<file path="src/rtl/result_fifo_pkg.sv">
// Shared constants and helpers for the result buffer stage.
// Holds the default word width / depth and the pointer index width derivation.
// Pure compile-time content: no logic, no latency, no flow control.
package result_fifo_pkg;

  localparam int RF_WIDTH = 8;
  localparam int RF_DEPTH = 4;

  // Index bits needed to address DEPTH entries; the pointers carry one extra wrap bit.
  function automatic int ptr_idx_w(input int depth);
    return (depth <= 2) ? 1 : $clog2(depth);
  endfunction

endpackage

</file>
<file path="src/rtl/result_fifo.sv">
// Purpose: first-word-fall-through buffer for datapath results, power-of-two depth.
// Latency: in_valid to out_valid is 1 cycle; no combinational bypass of storage.
// Backpressure: none upstream. A word arriving while full with no pop is dropped, setting sticky overflow.
// Ports:
//   CLK, RST_N            clock (rising edge), asynchronous active-low reset
//   in_valid, in_data     upstream result, sampled every cycle
//   out_valid, out_ready  consumer handshake, out_data is the head entry
//   count, full, empty    occupancy status
//   overflow, clr_ovf     sticky drop flag and its synchronous clear
module result_fifo
  import result_fifo_pkg::*;
#(
  parameter  int WIDTH = RF_WIDTH,
  parameter  int DEPTH = RF_DEPTH,
  localparam int AW    = ptr_idx_w(DEPTH)
) (
  input  logic             CLK,
  input  logic             RST_N,
  input  logic             in_valid,
  input  logic [WIDTH-1:0] in_data,
  output logic             out_valid,
  input  logic             out_ready,
  output logic [WIDTH-1:0] out_data,
  output logic [AW:0]      count,
  output logic             full,
  output logic             empty,
  output logic             overflow,
  input  logic             clr_ovf
);

  logic [WIDTH-1:0] storage [DEPTH];
  logic [AW:0]      wr_ptr;
  logic [AW:0]      rd_ptr;
  logic             push;
  logic             pop;
  logic             drop;

  // Occupancy comes straight from the pointer difference; the wrap bit
  // distinguishes full from empty when the index bits match.
  assign count     = wr_ptr - rd_ptr;
  assign empty     = (wr_ptr == rd_ptr);
  assign full      = (wr_ptr[AW-1:0] == rd_ptr[AW-1:0]) && (wr_ptr[AW] != rd_ptr[AW]);
  assign out_valid = !empty;
  assign out_data  = storage[rd_ptr[AW-1:0]];

  assign pop  = out_valid & out_ready;
  // A same-cycle pop frees the head slot, so a full buffer can still accept.
  assign push = in_valid & (!full | pop);
  assign drop = in_valid & full & !pop;

  always_ff @(posedge CLK or negedge RST_N) begin
    if (!RST_N) begin
      wr_ptr <= '0;
      rd_ptr <= '0;
      for (int i = 0; i < DEPTH; i++) begin
        storage[i] <= '0;
      end
    end else begin
      if (push) begin
        storage[wr_ptr[AW-1:0]] <= in_data;
        wr_ptr                  <= wr_ptr + 1'b1;
      end
      if (pop) begin
        rd_ptr <= rd_ptr + 1'b1;
      end
    end
  end

  // A drop in the same cycle as a clear leaves the flag set so no loss goes unreported.
  always_ff @(posedge CLK or negedge RST_N) begin
    if (!RST_N) begin
      overflow <= 1'b0;
    end else if (drop) begin
      overflow <= 1'b1;
    end else if (clr_ovf) begin
      overflow <= 1'b0;
    end
  end

endmodule
</file>
<file path="config.mk">
export PLATFORM = sky130hd
export DESIGN_NAME = result_fifo
export DESIGN_NICKNAME = d
export VERILOG_FILES = /design/src/rtl/result_fifo_pkg.sv /design/src/rtl/result_fifo.sv
export SDC_FILE = /design/constraint.sdc
export NUM_CORES = 1
export LEC_CHECK = 0
export CAP_MARGIN = 40
export CORE_MARGIN = 2
export CORE_UTILIZATION = 49
export CTS_CLUSTER_DIAMETER = 80
export DETAILED_ROUTE_END_ITERATION = 10
export GPL_ROUTABILITY_DRIVEN = 0
export GPL_TIMING_DRIVEN = 0
export HOLD_SLACK_MARGIN = 0.06
export PLACE_DENSITY = 0.82
export SYNTH_ARGS = -nofsm -noshare
export SYNTH_HDL_FRONTEND = slang
export SYNTH_SLANG_ARGS = --single-unit
export TNS_END_PERCENT = 10
</file>
<file path="constraint.sdc">
create_clock -name CLK -period 1.8 [get_ports CLK]
set_input_delay 0.36 -clock CLK [delete_from_list [all_inputs] [get_ports CLK]]
set_output_delay 0.36 -clock CLK [all_outputs]
set_load 0.01 [all_outputs]
</file>
==> results of run 1 <==
per-layer routing:
| layer | vias up | wire [µm] | track usage (%) |
|---|---|---|---|
| met2 | 31 | 2190 | 33.3 |
| met3 | 6 | 151 | 5.00 |
| met5 | - | 0 | 0 |
| met1 | 652 | 1820 | 26.9 |
| li1 | 540 | - | - |
| met4 | 0 | 78 | 9.00 |
flip-flops by register name (all words and copies together), names as in the netlist:
signal    cells
overflow      1
rd_ptr        3
storage      32
wr_ptr        3
synthesized netlist by cell type:
library cell,number,area share (%)
ha_1,7,4.4
a221o_2,1,0.56
xor2_1,1,0.44
dfrtp_1,39,49
nand3b_1,1,0.38
a32o_1,1,0.50
o21bai_2,1,0.56
xnor2_2,1,0.82
or3_2,1,0.38
o211a_1,3,1.5
mux2_4,24,18
and2_1,1,0.31
inv_1,7,1.3
o311ai_0,1,0.44
xnor2_1,3,1.3
buf_6,3,1.7
buf_2,1,0.25
nor3_1,1,0.25
mux2_2,10,5.6
fa_1,1,1.0
nand2_1,5,0.94
nor2_1,3,0.56
clkbuf_1,1,0.19
mux4_2,8,9.0
o21ai_0,2,0.50
final cells by class:
type / instances / area [µm²] / share of cell area [%]
multi-input cells: 76 / 1000 / 39.0
flip-flops and latches: 39 / 978 / 38.0
repair buffers: 34 / 303 / 11.8
clock buffers: 6 / 72.6 / 2.82
plain buffers: 5 / 66.3 / 2.57
well taps: 50 / 62.6 / 2.43
clock inverters: 2 / 60.1 / 2.33
inverters: 7 / 28.8 / 1.12
worst max-delay path: cells and delay by family (launching register included):
kind | cells | cell delay [ns]
buf+inv | 3 | 0.39
flops | 1 | 0.42
mux | 1 | 0.52
path summary, 6_finish.rpt:
path,end,depth (start not counted),startpoint,slack (ns)
min in group CLK,storage[1],1,storage[1],0.50
max in group asynchronous,rd_ptr[0],1,RST_N,1.04
setup reg to reg,storage[16],8,rd_ptr[1],-0.06
setup / recovery,out_data[3],4,rd_ptr[0],-0.19
hold / removal,storage[21],1,RST_N,0.18
hold reg to reg,storage[1],1,storage[1],0.50
power by group:
group	internal (mW)	total, mW	switching (mW)
logic	1.86	3.10	1.24
registers	1.33	1.69	0.352
clock network	0.554	0.862	0.308
total	3.75	5.65	1.90
repair_timing:
action,CTS,global route
pin swaps,1,2
endpoints found under the setup margin,48,48
hold buffers,0,0
gates resized for setup,65,10
setup buffers,6,1
through the flow:
stage	util [%]	instances	hold WS (ns)	area (µm²)
finish	64.9	219	0.177	2580
CTS	64.1	218	0.194	2550
detailed placement	59.3	204	0.488	2350
global placement	59.4	204	0.479	2360
floorplan	-	127	0.0644	2030
global route	64.9	219	0.238	2580
cells by family (layout without fill, tap and decap cells):
group           count (synthesis)  after routing  share of synthesized area, %
flops                          39             39                          48.9
buf+inv                        12             54                          3.45
simple gates                   12             12                          2.82
fa+ha+maj                       8              8                          5.40
mux                            42             42                          32.7
compound gates                  9              9                          4.08
xor+xnor                        5              5                          2.57
placed cells by master, fill, tap and decap left out, types with 2 or more instances in the layout:
| cell type | instances |
|---|---|
| buf_2 | 9 |
| mux4_2 | 8 |
| xnor2_1 | 3 |
| bufinv_16 | 2 |
| ha_1 | 5 |
| o211a_1 | 3 |
| nor2_1 | 3 |
| dfrtp_2 | 2 |
| clkdlybuf4s50_1 | 12 |
| mux2_4 | 25 |
| o21ai_1 | 2 |
| buf_6 | 9 |
| clkbuf_8 | 6 |
| inv_1 | 5 |
| mux2_2 | 9 |
| buf_4 | 4 |
| dfrtp_1 | 37 |
| nand2_1 | 4 |
| buf_8 | 2 |
| ha_4 | 2 |
==> out/metrics.yaml, run 1 <==
via_per_inst: 5.61
htree_levels: 2
antenna_left: 0
die_x_um: 67.8
finalSetupViolCount: 45
totalWireLength_um: 4240
clk_pin_slew_worst_paths_ns: 0.08
hpwlAfterDp_um: 2550
period_share_pct: 110
fmax_mhz: 503
cp_max_fo: 3
ys_types: 25
ys_ff_latch: 39
path_class: "flop to primary output"
finalWorstSetupSlack_ns: -0.187
finalMaxSlewViolations: 0
track_usage_pct: 20.8
synth_seq_area_share_pct: 48.9
syn_area_per_cell_um2: 15.7
fill_cells: 269
grt-ovfl-total: 0
status: "finished, violations left"
cpMaxStageDelayCell: "mux4_2"
power_mw: 5.65
ios: 28
clockBufferDepth: 2
peakVddDrop_uv: 919
area_growth_pct: 29.2
cp.required_ns: 1.44
slowest_delay_ns: 0.52
fin_nets: 189
via_count: 1229
numCtsBuffers: 5
cts.sinks: 39
diodes: 0
grt_pass1_vias: 1289
grt_max_degree: 40
cp_cell_sequence: "buf_8 > buf_4 > mux4_2 > buf_6"
cp-start-kind: "flop"
grt_pass1_wl_um: 6660
die_height_um: 67.8
drt-pass1-iter-count: 4
pre_cts_ws_ns: -0.359
io_buffers: 27
antenna_found_initial: 0
clock_latency_ns: 0.29
core_area_um2: 3970
start_util_pct: 50.2
route.detailed.drc: 0
cts_root_buffer: "clkbuf_8"
worst_setup_path_end_kind: "primary output"
synth_fp_nets: 148
row_count: 23
wl_per_cell_um: 19.4
finalCriticalPeriod_ns: 1.99
rsz0062_at_grt: "yes"
timing.slew.headroom_pct: 43.0
finalClockSkew_ns: 0.00437
violations: "setup timing"
crit_arrival_ns: 1.63
ys_warn_count: 0
hold_viol_final: 0
worstMarginPinSlew_ns: 0.855
dieArea_um2: 4600
fin_setup_tns_ns: -3.10
powerDensity_nw_per_um2: 2190
layout-drive-gt1-share_pct: 52.1
hold_path_class: "primary input to async pin"
synth_area_um2: 1990
max_cap_viol_count: 0
p_leak_nw: 1.18
tritoncts: "done"
synthCells: 127
initialDrtViolationCount: 77
No activity file was read; power rests on OpenSTA's default activity.
==> inputs of run 2 (changes only) <==
Settings changed: CELL_PAD_IN_SITES_DETAIL_PLACEMENT from default to 1, CELL_PAD_IN_SITES_GLOBAL_PLACEMENT from default to 1, CORE_ASPECT_RATIO from default to 0.7, CORE_UTILIZATION 49 to 41, SKIP_LAST_GASP from default to 1.
==> run 2 against run 1 <==
Effect of this change:
- the flow still finishes with violations (setup timing)
- worst setup slack got worse by 0.0097 ns
- power rose by 0.99%
- worst hold slack improved by 0.24 ns
- cell count rose by 6.8%
- global-route usage fell by 1.2 points
- non-clock buffer count rose by 8
- sequential power barely moved
- core utilization fell by 8.8 points
- register-to-register slack got worse by 0.08 ns
- critical path type unchanged
- critical endpoint unchanged
- largest cell class unchanged
==> out/metrics.yaml, run 2 (synthesis gave the netlist of run 1 again) <==
status: "finished, violations left"
violations: "setup timing"
timing.slew.headroom_pct: 76.2  # +33 points
fin_nets: 197  # +4.2%
grt_pass1_vias: 1424  # +10%
finalClockSkew_ns: 0.00881  # +0.00444 ns
power_frac_seq_pct: 29.3  # -0.6 points
layout-drive-gt1-share_pct: 52.5  # +0.47 points
largestRegisters: "storage x32, rd_ptr x3, wr_ptr x3"
finalMaxSlewViolations: 0  # unchanged
diodes: 0  # unchanged
dieArea_um2: 5450  # +19%
finalCriticalPeriod_ns: 2.00  # +0.00974 ns
hold_path_class: "primary input to async pin"
numCtsBuffers: 5  # unchanged
via_per_inst: 5.37  # -4.3%
period_share_pct: 111  # +0.54 points
powerDensity_nw_per_um2: 2150  # -1.9%
io_buffers: 27  # unchanged
finalWorstSetupSlack_ns: -0.196  # -0.00974 ns
intPower_mw: 3.74  # -0.30%
path_class: "flop to primary output"
wl_per_cell_um: 19.9  # +2.9%
peakVddDrop_uv: 645  # -30%
layout_common_cells: "dfrtp_1, mux2_4, buf_6"
worstMarginPinSlew_ns: 0.356  # -0.499 ns
stdcell_area_um2: 2650  # +3.0%
core_area_um2: 4730  # +19%
track_usage_pct: 19.6  # -1.2 points
cp_cell_sequence: "buf_8 > buf_6 > mux4_2 > buf_6"
rr_startpoint: "rd_ptr[1]"
antenna_found_initial: 0  # unchanged
rrSetupSlack_ns: -0.14  # -0.08 ns
largest_reg_flops: 32  # unchanged
cp.required_ns: 1.44  # about the same
cts_root_buffer: "clkbuf_8"
tritoncts: "done"
grt-ovfl-total: 0  # unchanged
regMostFlops: "storage"
clockBufferDepth: 2  # unchanged
crit_path_frequent_cell: "buf_6"
power_switching_mw: 1.97  # +3.5%
switching_share_pct: 34.5  # +0.85 points
clock_latency_ns: 0.30  # about the same
cts.sinks: 39  # unchanged
cp_max_fo: 7  # +4
cpMaxStageDelayCell: "mux4_2"
area_growth_pct: 33.0
place_area_um2: 2380  # +1.2%
hpwlAfterDp_um: 3070  # +20%
clockPowerShare_pct: 13.1  # -2.2 points
cp-start-kind: "flop"
rsz0062_at_grt: "yes"
finalSetupViolCount: 46  # +2.2%
die_x_um: 87.4  # +29%
die_height_um: 62.4  # -8.0%
slowest_delay_ns: 0.50  # -0.02 ns
start_util_pct: 42.2  # -8.1 points
p_leak_nw: 1.21  # +3.2%
max_cap_viol_count: 0  # unchanged
crit_arrival_ns: 1.64  # about the same
route.detailed.drc: 0  # unchanged
whs_ns: 0.415  # +0.239 ns
cp_top_family: "multiplexers"
grt_pass1_wl_um: 7800  # +17%
grt_max_degree: 37  # -7.5%
layout_commonest_cell: "dfrtp_1"
ios: 28  # unchanged
totalWireLength_um: 4660  # +9.9%
antenna_left: 0  # unchanged
clk_pin_slew_worst_paths_ns: 0.08  # about the same
drt-pass1-iter-count: 4  # unchanged
reg2reg_depth: 6  # -2
hold_viol_final: 0  # unchanged
row_count: 21  # -8.7%
via_count: 1257  # +2.3%
worst_setup_path_end_kind: "primary output"
initialDrtViolationCount: 25  # -68%
fmax_mhz: 501  # -0.49%
p_comb_share_pct: 57.5  # +2.6 points
worstReg2RegEnd: "storage[6]"
path_buf_inv: 3  # unchanged
htree_levels: 2  # unchanged
[run 2: timing repair]
item	in CTS	in global routing
endpoints found under the setup margin	50	47
endpoints found under the hold margin	3	0
resized for setup	64	6
cloned	0	0
setup buffers	11	2
hold buffers	1	0
pin swaps	1	0
[run 2: final cells by class]
cell class	count	area, µm²
Fill cell	459	2080
Sequential cell	39	978
Inverter	7	28.8
Timing Repair Buffer	42	400
Clock buffer	5	68.8
Tap cell	57	71.3
Clock inverter	3	43.8
Buffer	5	62.6
Multi-Input combinational cell	76	998
[run 2: worst max path at each step]
| stage | from | to | slack (ns) | depth (start not counted) |
|---|---|---|---|---|
| final | rd_ptr[0] | out_data[3] | -0.20 | 4 |
| after global placement | RST_N | storage[29] | -0.52 | 1 |
| after CTS | rd_ptr[0] | out_data[6] | -0.18 | 4 |
| after detailed placement | wr_ptr[0] | count[2] | -0.39 | 5 |
| after global routing | rd_ptr[0] | out_data[3] | -0.25 | 4 |
| after floorplan | rd_ptr[1] | storage[10] | -0.04 | 7 |
[run 2: per-layer routing]
| layer | GRT usage, % | vias to the layer above | share of wire [%] |
|---|---|---|---|
| met5 | 0 | - | 0 |
| met4 | 8.46 | 0 | 1.9 |
| met3 | 4.92 | 8 | 3.9 |
| met2 | 30.9 | 24 | 50 |
| met1 | 25.5 | 667 | 44 |
| li1 | - | 558 | - |
[run 2: through the flow]
| stage | util (%) | setup WS (ns) | instances | TNS (ns) | power (mW) |
|---|---|---|---|---|---|
| after floorplan | - | -0.0377 | 127 | -0.726 | 3.47 |
| after global placement | 50.1 | -0.520 | 211 | -31.15 | 4.45 |
| after detailed placement | 50.4 | -0.386 | 212 | -13.00 | 4.61 |
| after CTS | 55.1 | -0.183 | 232 | -5.04 | 5.55 |
| after global routing | 56.1 | -0.246 | 234 | -9.70 | 6.06 |
| final | 56.1 | -0.196 | 234 | -5.93 | 5.70 |
[run 2: power groups by stage]
| stage | sequential, mW | clock, mW | combinational (mW) |
|---|---|---|---|
| after floorplan | 1.55 | 0 | 1.92 |
| after CTS | 1.66 | 0.768 | 3.12 |
| after global routing | 1.73 | 0.800 | 3.53 |
| final | 1.67 | 0.749 | 3.28 |
| after global placement | 1.60 | 0 | 2.85 |
| after detailed placement | 1.65 | 0 | 2.96 |
==> inputs of run 3 (changes only) <==
Settings changed: CTS_CLUSTER_DIAMETER 80 to 30.
==> results of run 3 <==
No change in the layout: final DEF, timing and power equal those of run 2.
